<file path="src/rtl/seq_detector_param.sv">
// Parametrised serial bit-pattern detector with run-time pattern reload and overlap control.
// Optional saturating match counter is built only when SEQDET_COUNT_EN is defined.
module seq_detector_param #(
   parameter int               PAT_W   = 4,
   parameter logic [PAT_W-1:0] PATTERN = 4'b1011,
   parameter int               COUNT_W = 8
) (
   input  logic                       clk,
   input  logic                       rst,
   input  logic                       en,
   input  logic                       din,
   input  logic                       overlap_en,
   input  logic                       pat_load,
   input  logic [PAT_W-1:0]           pat_in,
   input  logic                       cnt_clr,
   output logic                       detect,
   output logic [$clog2(PAT_W+1)-1:0] fill,
   output logic [COUNT_W-1:0]         match_cnt
);

   localparam int                FILL_W   = $clog2(PAT_W + 1);
   localparam logic [FILL_W-1:0] FILL_MAX = FILL_W'(PAT_W);
   localparam logic [FILL_W-1:0] FILL_THR = FILL_W'(PAT_W - 1);

   logic [PAT_W-1:0]  pat_r;
   logic [PAT_W-1:0]  hist_r;
   logic [FILL_W-1:0] fill_r;
   logic              detect_r;
   logic [PAT_W-1:0]  nh_s;
   logic              hit_s;

   // next history word and match qualification for the bit offered this cycle
   always_comb begin
      nh_s  = {hist_r[PAT_W-2:0], din};
      hit_s = 1'b0;
      if (en && !pat_load && !rst) begin
         hit_s = (fill_r >= FILL_THR) && (nh_s == pat_r);
      end else begin
         hit_s = 1'b0;
      end
   end

   // pattern, history, fill and detect state
   always_ff @(posedge clk) begin
      if (rst) begin
         pat_r    <= PATTERN;
         hist_r   <= {PAT_W{1'b0}};
         fill_r   <= {FILL_W{1'b0}};
         detect_r <= 1'b0;
      end else if (pat_load) begin
         pat_r    <= pat_in;
         hist_r   <= {PAT_W{1'b0}};
         fill_r   <= {FILL_W{1'b0}};
         detect_r <= 1'b0;
      end else if (en) begin
         hist_r   <= nh_s;
         detect_r <= hit_s;
         // a non-overlapping hit consumes its bits, so the next match starts from scratch
         if (hit_s && !overlap_en) begin
            fill_r <= {FILL_W{1'b0}};
         end else if (fill_r != FILL_MAX) begin
            fill_r <= fill_r + {{(FILL_W-1){1'b0}}, 1'b1};
         end else begin
            fill_r <= fill_r;
         end
      end else begin
         detect_r <= 1'b0;
      end
   end

   assign detect = detect_r;
   assign fill   = fill_r;

`ifdef SEQDET_COUNT_EN
   localparam logic [COUNT_W-1:0] CNT_MAX = {COUNT_W{1'b1}};

   logic [COUNT_W-1:0] cnt_r;

   // saturating hit counter; a clear wins over a simultaneous hit
   always_ff @(posedge clk) begin
      if (rst) begin
         cnt_r <= {COUNT_W{1'b0}};
      end else if (cnt_clr) begin
         cnt_r <= {COUNT_W{1'b0}};
      end else if (hit_s && (cnt_r != CNT_MAX)) begin
         cnt_r <= cnt_r + {{(COUNT_W-1){1'b0}}, 1'b1};
      end else begin
         cnt_r <= cnt_r;
      end
   end

   assign match_cnt = cnt_r;
`else
   logic unused_cnt_clr_s;

   assign unused_cnt_clr_s = cnt_clr;
   assign match_cnt        = {COUNT_W{1'b0}};
`endif

endmodule
</file>
<file path="config.mk">
export PLATFORM = sky130hd
export DESIGN_NAME = seq_detector_param
export DESIGN_NICKNAME = d
export VERILOG_FILES = /design/src/rtl/seq_detector_param.sv
export SDC_FILE = /design/constraint.sdc
export NUM_CORES = 1
export LEC_CHECK = 0
export ABC_AREA = 1
export ABC_CLOCK_PERIOD_IN_PS = 1600
export CAP_MARGIN = 25
export CELL_PAD_IN_SITES_DETAIL_PLACEMENT = 1
export CELL_PAD_IN_SITES_GLOBAL_PLACEMENT = 2
export CORE_UTILIZATION = 23
export CTS_CLUSTER_DIAMETER = 150
export DETAILED_ROUTE_END_ITERATION = 16
export PLACE_DENSITY_LB_ADDON = 0.1
export REMOVE_ABC_BUFFERS = 1
export SLEW_MARGIN = 30
export SYNTH_ARGS = -nofsm -noshare
export SYNTH_HDL_FRONTEND = slang
export SYNTH_SLANG_ARGS = --single-unit
</file>
<file path="constraint.sdc">
create_clock -name clk -period 1.6 [get_ports clk]
set_input_delay 0.32 -clock clk [delete_from_list [all_inputs] [get_ports clk]]
set_output_delay 0.32 -clock clk [all_outputs]
set_load 0.1 [all_outputs]
</file>
==> results.py, run 1 <==
metrics = {
    "die": {
        "fp.dieW_um": 55.80,
        "dieArea_um2": 3113,
        "pin_count": 23,
        "start_util": 0.2414,
        "core_um2": 2758,
        "fp-row-count": 19,
        "fp.dieH_um": 55.80,
    },
    "place": {
        "dpl.hpwl_um": 1196,
        "gp_congestion": 0.6703,
        "dp_cells": 146,
        "portBuffers": 13,
    },
    "sta": {
        "grt_setup_unrepaired": "false",
        "fin_crit_ps": 1430,
        "skew_ps": 6.758,
        "fin_crit_sh": 0.8938,
        "max_freq_ghz": 0.6993,
        "maxSlewViolCount": 0,
        "setup_viol": 0,
        "hold_viol_final": 0,
    },
    "detailed_routing": {
        "routedWlPerCell_um": 9.583,
        "first_iter_violations": 10,
        "viasPerCell": 4.013,
        "ant_nets": 0,
        "num_vias": 606,
        "wl_um": 1447,
        "drtPass1Iterations": 3,
        "drc": 0,
    },
    "logic_synthesis": {
        "synth_area_um2": 665.6,
        "synth_compound_area_frac": 0.09398,
        "synth-xor-area-share": 0.02632,
        "avgSynthCellArea_um2": 7.315,
        "ys_warn_count": 0,
        "synth_top_family_by_area": "simple AND/OR/NAND/NOR gates",
        "ys_seq_area_frac": 0.3308,
        "ys_seq_elements": 11,
        "synthSimpleGateAreaFrac": 0.2951,
        "synth_adder_area_share": 0.05639,
        "synth.area.mux_share": 0,
        "synthDistinctLibCells": 19,
        "synth_cells": 91,
    },
    "clock_network": {
        "cts_max_level": 1,
        "cts-buffers-inserted": 3,
        "path_clk_slew_ps": 80,
        "cts_root_buf": "clkbuf_4",
        "clockBufferDepth": 2,
        "cts_tree": "built",
        "cts.sinks": 11,
        "cts_hold_buffers": 0,
        "clk_latency_ps": 280,
    },
    "grt": {
        "grt_max_degree": 9,
        "grt_pass1_vias": 625,
        "grt_antenna_before_repair": 0,
        "grt_pass1_wl_um": 2470,
        "grt.overflow.total": 0,
        "grt_usage": 0.1072,
    },
    "finish": {
        "final_core_util": 0.3616,
        "syn_to_final_growth_pct": 49.81,
        "final_nets": 135,
        "antenna_cells": 0,
        "nFillCells": 350,
        "mostFrequentLayoutCells": "nand2_1, buf_4, inv_1",
        "drive_gt1_frac": 0.3000,
        "stdcell_count": 151,
        "final_common_cell": "nand2_1",
    },
    "min_path": {
        "min_path_type": "register to register",
    },
    "flow_run": {
        "maxCapViolCount": 0,
    },
    "worst_setup_path": {
        "cp-start-kind": "primary input",
        "required_ps": 1770,
        "end_kind": "register",
        "crit_type": "primary input to register",
        "cp.arrival_ps": 1600,
        "crit_fanout": 5,
    },
    "power": {
        "powerDensity_nw_per_um2": 736.3,
        "peakVddDrop_v": 0.0005146,
        "p_leak_nw": 0.4826,
        "p_total_mw": 0.7342,
    },
    "status": {
        "status": "finished clean",
    },
}
-- Yosys cell counts --
library cell   n  area [um^2]
nand3_1        4        20.02
nor2_1         7        26.28
nand2_1       20        75.07
ha_1           3        37.54
buf_4          8        60.06
o21ai_0        4        20.02
dfxtp_1       11        220.2
a211oi_1       1        7.510
buf_6          1        11.26
nor2_4         2        22.52
nand2_4        2        22.52
nand2_2        1        6.260
conb_1         1        3.750
a21oi_1        7        35.03
inv_1         13        48.80
nor4_1         1        6.260
nand3_4        1        17.52
inv_2          2        7.510
xor2_1         2        17.52
-- layer usage --
layer,part of all wire,vias to the layer above,wire length (um),global-route usage
li1,-,320,-,-
met1,0.44,260,630,0.1078
met2,0.47,21,686,0.1910
met3,0.057,5,83,0.02093
met4,0.032,0,47,0.08571
met5,0,-,0,0
-- worst max-delay path, cell delays in order --
cell             delay (ps)
clkdlybuf4s50_1         420
inv_1                   120
nand2_4                  70
nor2_4                   70
nand2_2                  80
nor2_4                  130
nand3_4                 100
nand2_4                 110
nand3_1                  70
nand2_1                  80
nor2_2                   40
-- cell families after synthesis --
logic type | count (synthesis)
flops | 11
xor+xnor | 2
fa+ha+maj | 3
buf+inv | 24
compound gates | 12
simple gates | 38
other cells | 1
-- area by class of cell --
class,count,area (um^2),share of cell area
flip-flops and latches,11,222.7,0.2233
clock buffers,4,26.28,0.02635
repair buffers,27,275.3,0.2760
well taps,31,38.79,0.03890
multi-input cells,63,377.9,0.3789
inverters,15,56.30,0.05646
-- report_power, final --
group          leakage (nW)  total, mW  internal, mW  switching [mW]
logic                 0.376      0.238        0.0747           0.164
clock network        0.0150      0.201        0.0968           0.104
registers            0.0912      0.295         0.287         0.00840
-- worst paths after layout --
path | startpoint | endpoint | slack, ps | cells after the start
setup / recovery | rst | fill[0] | 170 | 11
hold reg to reg | hist_r[0] | hist_r[1] | 480 | 2
hold / removal | hist_r[0] | hist_r[1] | 480 | 2
setup reg to reg | fill[1] | fill[0] | 180 | 11
-- per-stage QoR --
stage	TNS, ps	area (um^2)	setup slack [ps]	hold slack, ps
3_5_place_dp	-276.2	927.1	-103.5	476.5
6_report	0	997.2	170.0	481.8
5_1_grt	0	997.2	34.44	515.2
3_3_place_gp	-185.8	927.1	-68.16	464.7
2_1_floorplan	-1843	620.6	-524.2	413.5
4_1_cts	0	953.4	83.93	485.0
-- sequential cells by signal, summed over array words and instances (netlist names) --
name    cells
hist_r      3
pat_r       4
detect      1
fill        3
-- timing repair --
item                                    4_1_cts  5_1_grt
resized for setup                             0        9
endpoints found under the hold margin         0        0
endpoints found under the setup margin        0        2
setup buffers                                 0        1
Power figures use the tool's default switching activity.
==> inputs of run 2 (changes only) <==
ABC_CLOCK_PERIOD_IN_PS = 1770   (was 1600)
CORE_UTILIZATION = 25   (was 23)
clock period = 1.77 ns   (was 1.6 ns; I/O delays follow)
==> run 2 against run 1 <==
  * Clock-buffer cell count stayed put
  * Clock power is 14% lower
  * Non-clock buffer count is 6 lower
  * Sequential power is 9.8% lower
  * Combinational power is 14% lower
  * Core utilization is 0.43 points higher
  * Die area is 7.7% lower
  * Design area is 8.3% lower
  * First-iteration DRC count is 100% lower
  * Worst setup slack better by 150 ps
  * Largest power group unchanged
  * Highest routed layer is now met3
==> results.py, run 2 (synthesis results as in run 1) <==
metrics = {
    "worst_setup_path": {
        "r2r_start": "fill[2]",
        "crit_chain": "clkdlybuf4s50_1 > inv_2 > nand2_4 > nor2_4 > nand2_2 > nor2_4 > nand3_4 > nand2_4 > nand3_1 > nand2_1 > nor2_1",
        "regToRegSetupSlack_ps": 330,
        "cp_slowest_cell": "clkdlybuf4s50_1",
        "cp.depth": 11,
        "end_kind": "register",
        "cp-start-kind": "primary input",
        "crit_fanout": 5,
        "max_stage_delay_ps": 480,
        "worst-path-buf-inv": 2,
        "critPathTopFamily": "simple AND/OR/NAND/NOR gates",
        "cp.arrival_ps": 1610,
        "cp-startpoint": "pat_load",
        "timing.rr.end": "fill[1]",
        "required_ps": 1930,
        "crit_path_end": "fill[0]",
        "ff2ff_path_depth": 10,
        "crit_type": "primary input to register",
    },
    "grt": {
        "grt_pass1_vias": 580,
        "grt_max_degree": 9,
        "grt_usage": 0.1219,
        "grt.overflow.total": 0,
        "grt_antenna_before_repair": 0,
        "grt_pass1_wl_um": 2456,
    },
    "die": {
        "fp-row-count": 18,
        "core_um2": 2500,
        "fp.dieW_um": 53.60,
        "fp.dieH_um": 53.60,
        "dieArea_um2": 2873,
        "start_util": 0.2663,
        "pin_count": 23,
    },
    "detailed_routing": {
        "first_iter_violations": 0,
        "routedWlPerCell_um": 9.389,
        "viasPerCell": 4.042,
        "ant_nets": 0,
        "drc": 0,
        "wl_um": 1352,
        "num_vias": 582,
        "drtPass1Iterations": 1,
    },
    "power": {
        "switching_share": 0.3688,
        "p_sw_mw": 0.2368,
        "pwr-share-comb": 0.318,
        "p_total_mw": 0.6421,
        "p_clk_frac": 0.267,
        "powerDensity_nw_per_um2": 702.0,
        "peakVddDrop_v": 0.0005094,
        "p_leak_nw": 0.4537,
        "p_int_mw": 0.4053,
        "seq_power_share": 0.414,
    },
    "clock_network": {
        "cts_hold_buffers": 0,
        "cts.sinks": 11,
        "path_clk_slew_ps": 80,
        "cts-buffers-inserted": 3,
        "clk_latency_ps": 270,
        "cts_max_level": 1,
        "cts_tree": "built",
        "cts_root_buf": "clkbuf_4",
        "post-cts-setup-buffers": 0,
        "clockBufferDepth": 2,
        "cts_resized": 0,
    },
    "place": {
        "pre_cts_ws_ps": 10.55,
        "dpl.hpwl_um": 1188,
        "place_area_um2": 888.4,
        "gp_congestion": 0.7110,
        "portBuffers": 13,
        "dp_cells": 140,
    },
    "finish": {
        "final_nets": 129,
        "stdcell_count": 144,
        "final_core_util": 0.3659,
        "mostFrequentLayoutCells": "nand2_1, inv_1, dfxtp_1",
        "largest_reg_flops": 4,
        "antenna_cells": 0,
        "syn_to_final_growth_pct": 37.41,
        "drive_gt1_frac": 0.2018,
        "top_register": "pat_r",
        "final_common_cell": "nand2_1",
        "final_area_um2": 914.6,
        "nFillCells": 308,
    },
    "min_path": {
        "min_path_type": "register to register",
    },
    "sta": {
        "max_freq_ghz": 0.6898,
        "fin_crit_sh": 0.8190,
        "setup_ws_ps": 320.3,
        "grt_setup_unrepaired": "false",
        "maxSlewViolCount": 0,
        "setup_viol": 0,
        "hold_viol_final": 0,
        "fin_crit_ps": 1450,
        "skew_ps": 9.389,
    },
    "flow_run": {
        "maxCapViolCount": 0,
    },
    "status": {
        "status": "finished clean",
    },
}
run 2: cell count changes in the layout (fill, tap and decap cells not counted), sizes merged:
cell | previous run | this run
buf | 18 | 12
run 2: power groups by stage:
stage | clock (mW) | sequential, mW | combinational [mW]
5_1_grt | 0.193 | 0.268 | 0.222
6_report | 0.172 | 0.266 | 0.204
3_3_place_gp | 0 | 0.272 | 0.204
3_5_place_dp | 0 | 0.272 | 0.206
2_1_floorplan | 0 | 0.293 | 0.122
4_1_cts | 0.182 | 0.266 | 0.206
run 2: per-stage QoR:
| stage | hold WS (ps) | setup TNS (ps) |
|---|---|---|
| after detailed placement | 478.0 | 0 |
| final | 486.1 | 0 |
| after CTS | 494.7 | 0 |
| after global routing | 510.1 | 0 |
| after global placement | 474.5 | 0 |
| after floorplan | 447.5 | -1163 |
run 2: routing by layer:
| layer | GRT usage | share of wire | vias up | routed length, um |
|---|---|---|---|---|
| met5 | 0 | 0 | - | 0 |
| met4 | 0.02632 | 0 | 0 | 0 |
| met3 | 0.05085 | 0.046 | 0 | 62 |
| met2 | 0.1938 | 0.45 | 15 | 612 |
| met1 | 0.1531 | 0.50 | 257 | 677 |
| li1 | - | - | 310 | - |
run 2: layout make-up:
| type | instances | area (um^2) | share of cell area |
|---|---|---|---|
| clock buffer | 4 | 26.28 | 0.02873 |
| inverter | 15 | 56.30 | 0.06156 |
| multi-input combinational | 63 | 344.1 | 0.3762 |
| sequential | 11 | 220.2 | 0.2408 |
| tap | 30 | 37.54 | 0.04104 |
| timing repair buffer | 21 | 230.2 | 0.2517 |
run 2: worst min path at each step:
stage               from  slack, ps         to  cells after the start
2_1_floorplan         en        450  hist_r[0]                      1
3_3_place_gp    pat_r[1]        470   pat_r[1]                      2
3_5_place_dp    pat_r[1]        480   pat_r[1]                      2
4_1_cts        hist_r[1]        490  hist_r[1]                      2
5_1_grt        hist_r[1]        510  hist_r[1]                      2
6_report        pat_r[1]        490   pat_r[1]                      2
run 2: tightest hold or removal path, cell delays in order, from the launching register on:
cell     delay, ps
dfxtp_1        320
nand2_1         60
nand3_1         50
==> inputs of run 3 (changes only) <==
ABC_CLOCK_PERIOD_IN_PS = 1480   (was 1770)
CORE_UTILIZATION = 23   (was 25)
clock period = 1.48 ns   (was 1.77 ns; I/O delays follow)
==> run 3 against run 2 <==
  * Final cell count is 4.9% higher
  * Clock power is 23% higher
  * First-iteration DRC count rose by 8
  * Flip-flop and latch count is the same
  * Critical path type is now register to register
  * Largest power group unchanged
  * Clock-buffer cell count unchanged
  * Highest routed layer is now met4
==> results.py, run 3 (synthesis results as in run 1) <==
metrics = {
    "status": {
        "status": "finished clean",
    },
    "power": {
        "powerDensity_nw_per_um2": 784.5,
        "peakVddDrop_v": 0.0004007,
        "p_leak_nw": 0.4973,
        "p_total_mw": 0.7931,
    },
    "clock_network": {
        "cts-buffers-inserted": 3,
        "cts_tree": "built",
        "clockBufferDepth": 2,
        "cts_root_buf": "clkbuf_4",
        "cts.sinks": 11,
        "cts_max_level": 1,
        "clk_latency_ps": 280,
        "path_clk_slew_ps": 70,
        "cts_hold_buffers": 0,
    },
    "die": {
        "dieArea_um2": 3113,
        "fp.dieH_um": 55.80,
        "pin_count": 23,
        "core_um2": 2758,
        "fp.dieW_um": 55.80,
        "start_util": 0.2414,
        "fp-row-count": 19,
    },
    "worst_setup_path": {
        "timing.rr.end": "fill[0]",
        "r2r_start": "fill[1]",
        "ff2ff_path_depth": 10,
        "cp-start-kind": "register",
        "cp_slowest_cell": "dfxtp_2",
        "crit_type": "register to register",
        "end_kind": "register",
        "crit_chain": "ha_4 > ha_4 > nor2_4 > nand2_2 > nand2_4 > nor2_4 > nand3_4 > nand2_4 > a21oi_2 > nor2_1",
        "regToRegSetupSlack_ps": 80,
        "required_ps": 1650,
        "cp.arrival_ps": 1570,
        "crit_fanout": 5,
        "max_stage_delay_ps": 340,
    },
    "detailed_routing": {
        "ant_nets": 0,
        "drc": 0,
        "first_iter_violations": 8,
        "wl_um": 1467,
        "num_vias": 628,
        "viasPerCell": 4.159,
        "drtPass1Iterations": 4,
        "routedWlPerCell_um": 9.715,
    },
    "sta": {
        "max_freq_ghz": 0.7150,
        "skew_ps": 2.839,
        "fin_crit_ps": 1399,
        "maxSlewViolCount": 0,
        "fin_crit_sh": 0.9451,
        "setup_viol": 0,
        "grt_setup_unrepaired": "true",
        "finalSetupTns_ps": 0,
        "hold_viol_final": 0,
        "setup_ws_ps": 81.32,
    },
    "place": {
        "pre_cts_ws_ps": -184.0,
        "dpl.hpwl_um": 1218,
        "portBuffers": 13,
        "gp_congestion": 0.6691,
        "place_area_um2": 927.1,
    },
    "finish": {
        "multi_input_area_um2": 391.6,
        "syn_to_final_growth_pct": 51.88,
        "final_area_um2": 1011,
        "top_register": "pat_r",
        "nFillCells": 350,
        "layout.area.seq_um2": 222.7,
        "antenna_cells": 0,
        "mostFrequentLayoutCells": "nand2_1, buf_4, inv_1",
        "final_common_cell": "nand2_1",
        "final_core_util": 0.3666,
        "final_nets": 135,
        "drive_gt1_frac": 0.3083,
        "largest_reg_flops": 4,
    },
    "min_path": {
        "hold_end": "pat_r[0]",
        "min_path_type": "register to register",
        "hp-start": "pat_r[0]",
        "hold_path_depth": 2,
    },
    "grt": {
        "grt_pass1_wl_um": 2387,
        "grt_max_degree": 9,
        "grt_usage": 0.1061,
        "grt_pass1_vias": 615,
        "grt.overflow.total": 0,
        "grt_antenna_before_repair": 0,
    },
    "flow_run": {
        "maxCapViolCount": 0,
    },
}
[run 3: cell types whose count changed in the layout (fill, tap and decap cells not counted), sizes merged]
| cell | delta |
|---|---|
| buf | +6 |
[run 3: worst max path at each step]
stage	from	end	slack (ps)	cells past startpoint
after floorplan	fill[1]	fill[0]	-640	11
after global placement	din	fill[1]	-160	11
after detailed placement	din	fill[1]	-180	11
after CTS	fill[0]	fill[1]	2	10
after global routing	fill[1]	fill[0]	-30	10
final	fill[1]	fill[0]	80	10
[run 3: cell type report]
| class | count | area share |
|---|---|---|
| repair buffers | 27 | 0.2723 |
| flip-flops and latches | 11 | 0.2203 |
| clock buffers | 4 | 0.02599 |
| inverters | 15 | 0.05569 |
| well taps | 31 | 0.03837 |
| multi-input cells | 63 | 0.3874 |
[run 3: critical path: cells and delay by family (launching register included)]
family | cells | cell delay (ps)
flip-flops | 1 | 340
AO/OA/AOI/OAI | 1 | 140
AND/OR/NAND/NOR | 7 | 490
adder cells (fa/ha/maj) | 2 | 310
[run 3: per-layer routing]
metal / GRT usage / wire (um) / part of all wire
met5: 0 / 0 / 0
met4: 0.09643 / 54 / 0.037
met3: 0.02093 / 69 / 0.047
met2: 0.2065 / 765 / 0.52
met1: 0.08739 / 577 / 0.39
[run 3: per-stage QoR]
stage          instances  hold WS [ps]
4_1_cts              151         488.1
3_5_place_dp         146         479.6
3_3_place_gp         146         465.1
2_1_floorplan         89         389.5
6_report             151         486.2
5_1_grt              151         507.7
[run 3: power breakdown]
| group | total (mW) | switching (mW) | internal, mW |
|---|---|---|---|
| sequential | 0.319 | 0.00946 | 0.310 |
| combinational | 0.261 | 0.179 | 0.0820 |
| clock | 0.212 | 0.108 | 0.105 |
| total | 0.793 | 0.296 | 0.497 |
[run 3: timing repair]
| item | CTS | global route |
|---|---|---|
| setup endpoints to repair | 2 | 4 |
| pin swaps | 1 | 7 |
| setup buffers | 1 | 0 |
| gates resized for setup | 2 | 10 |
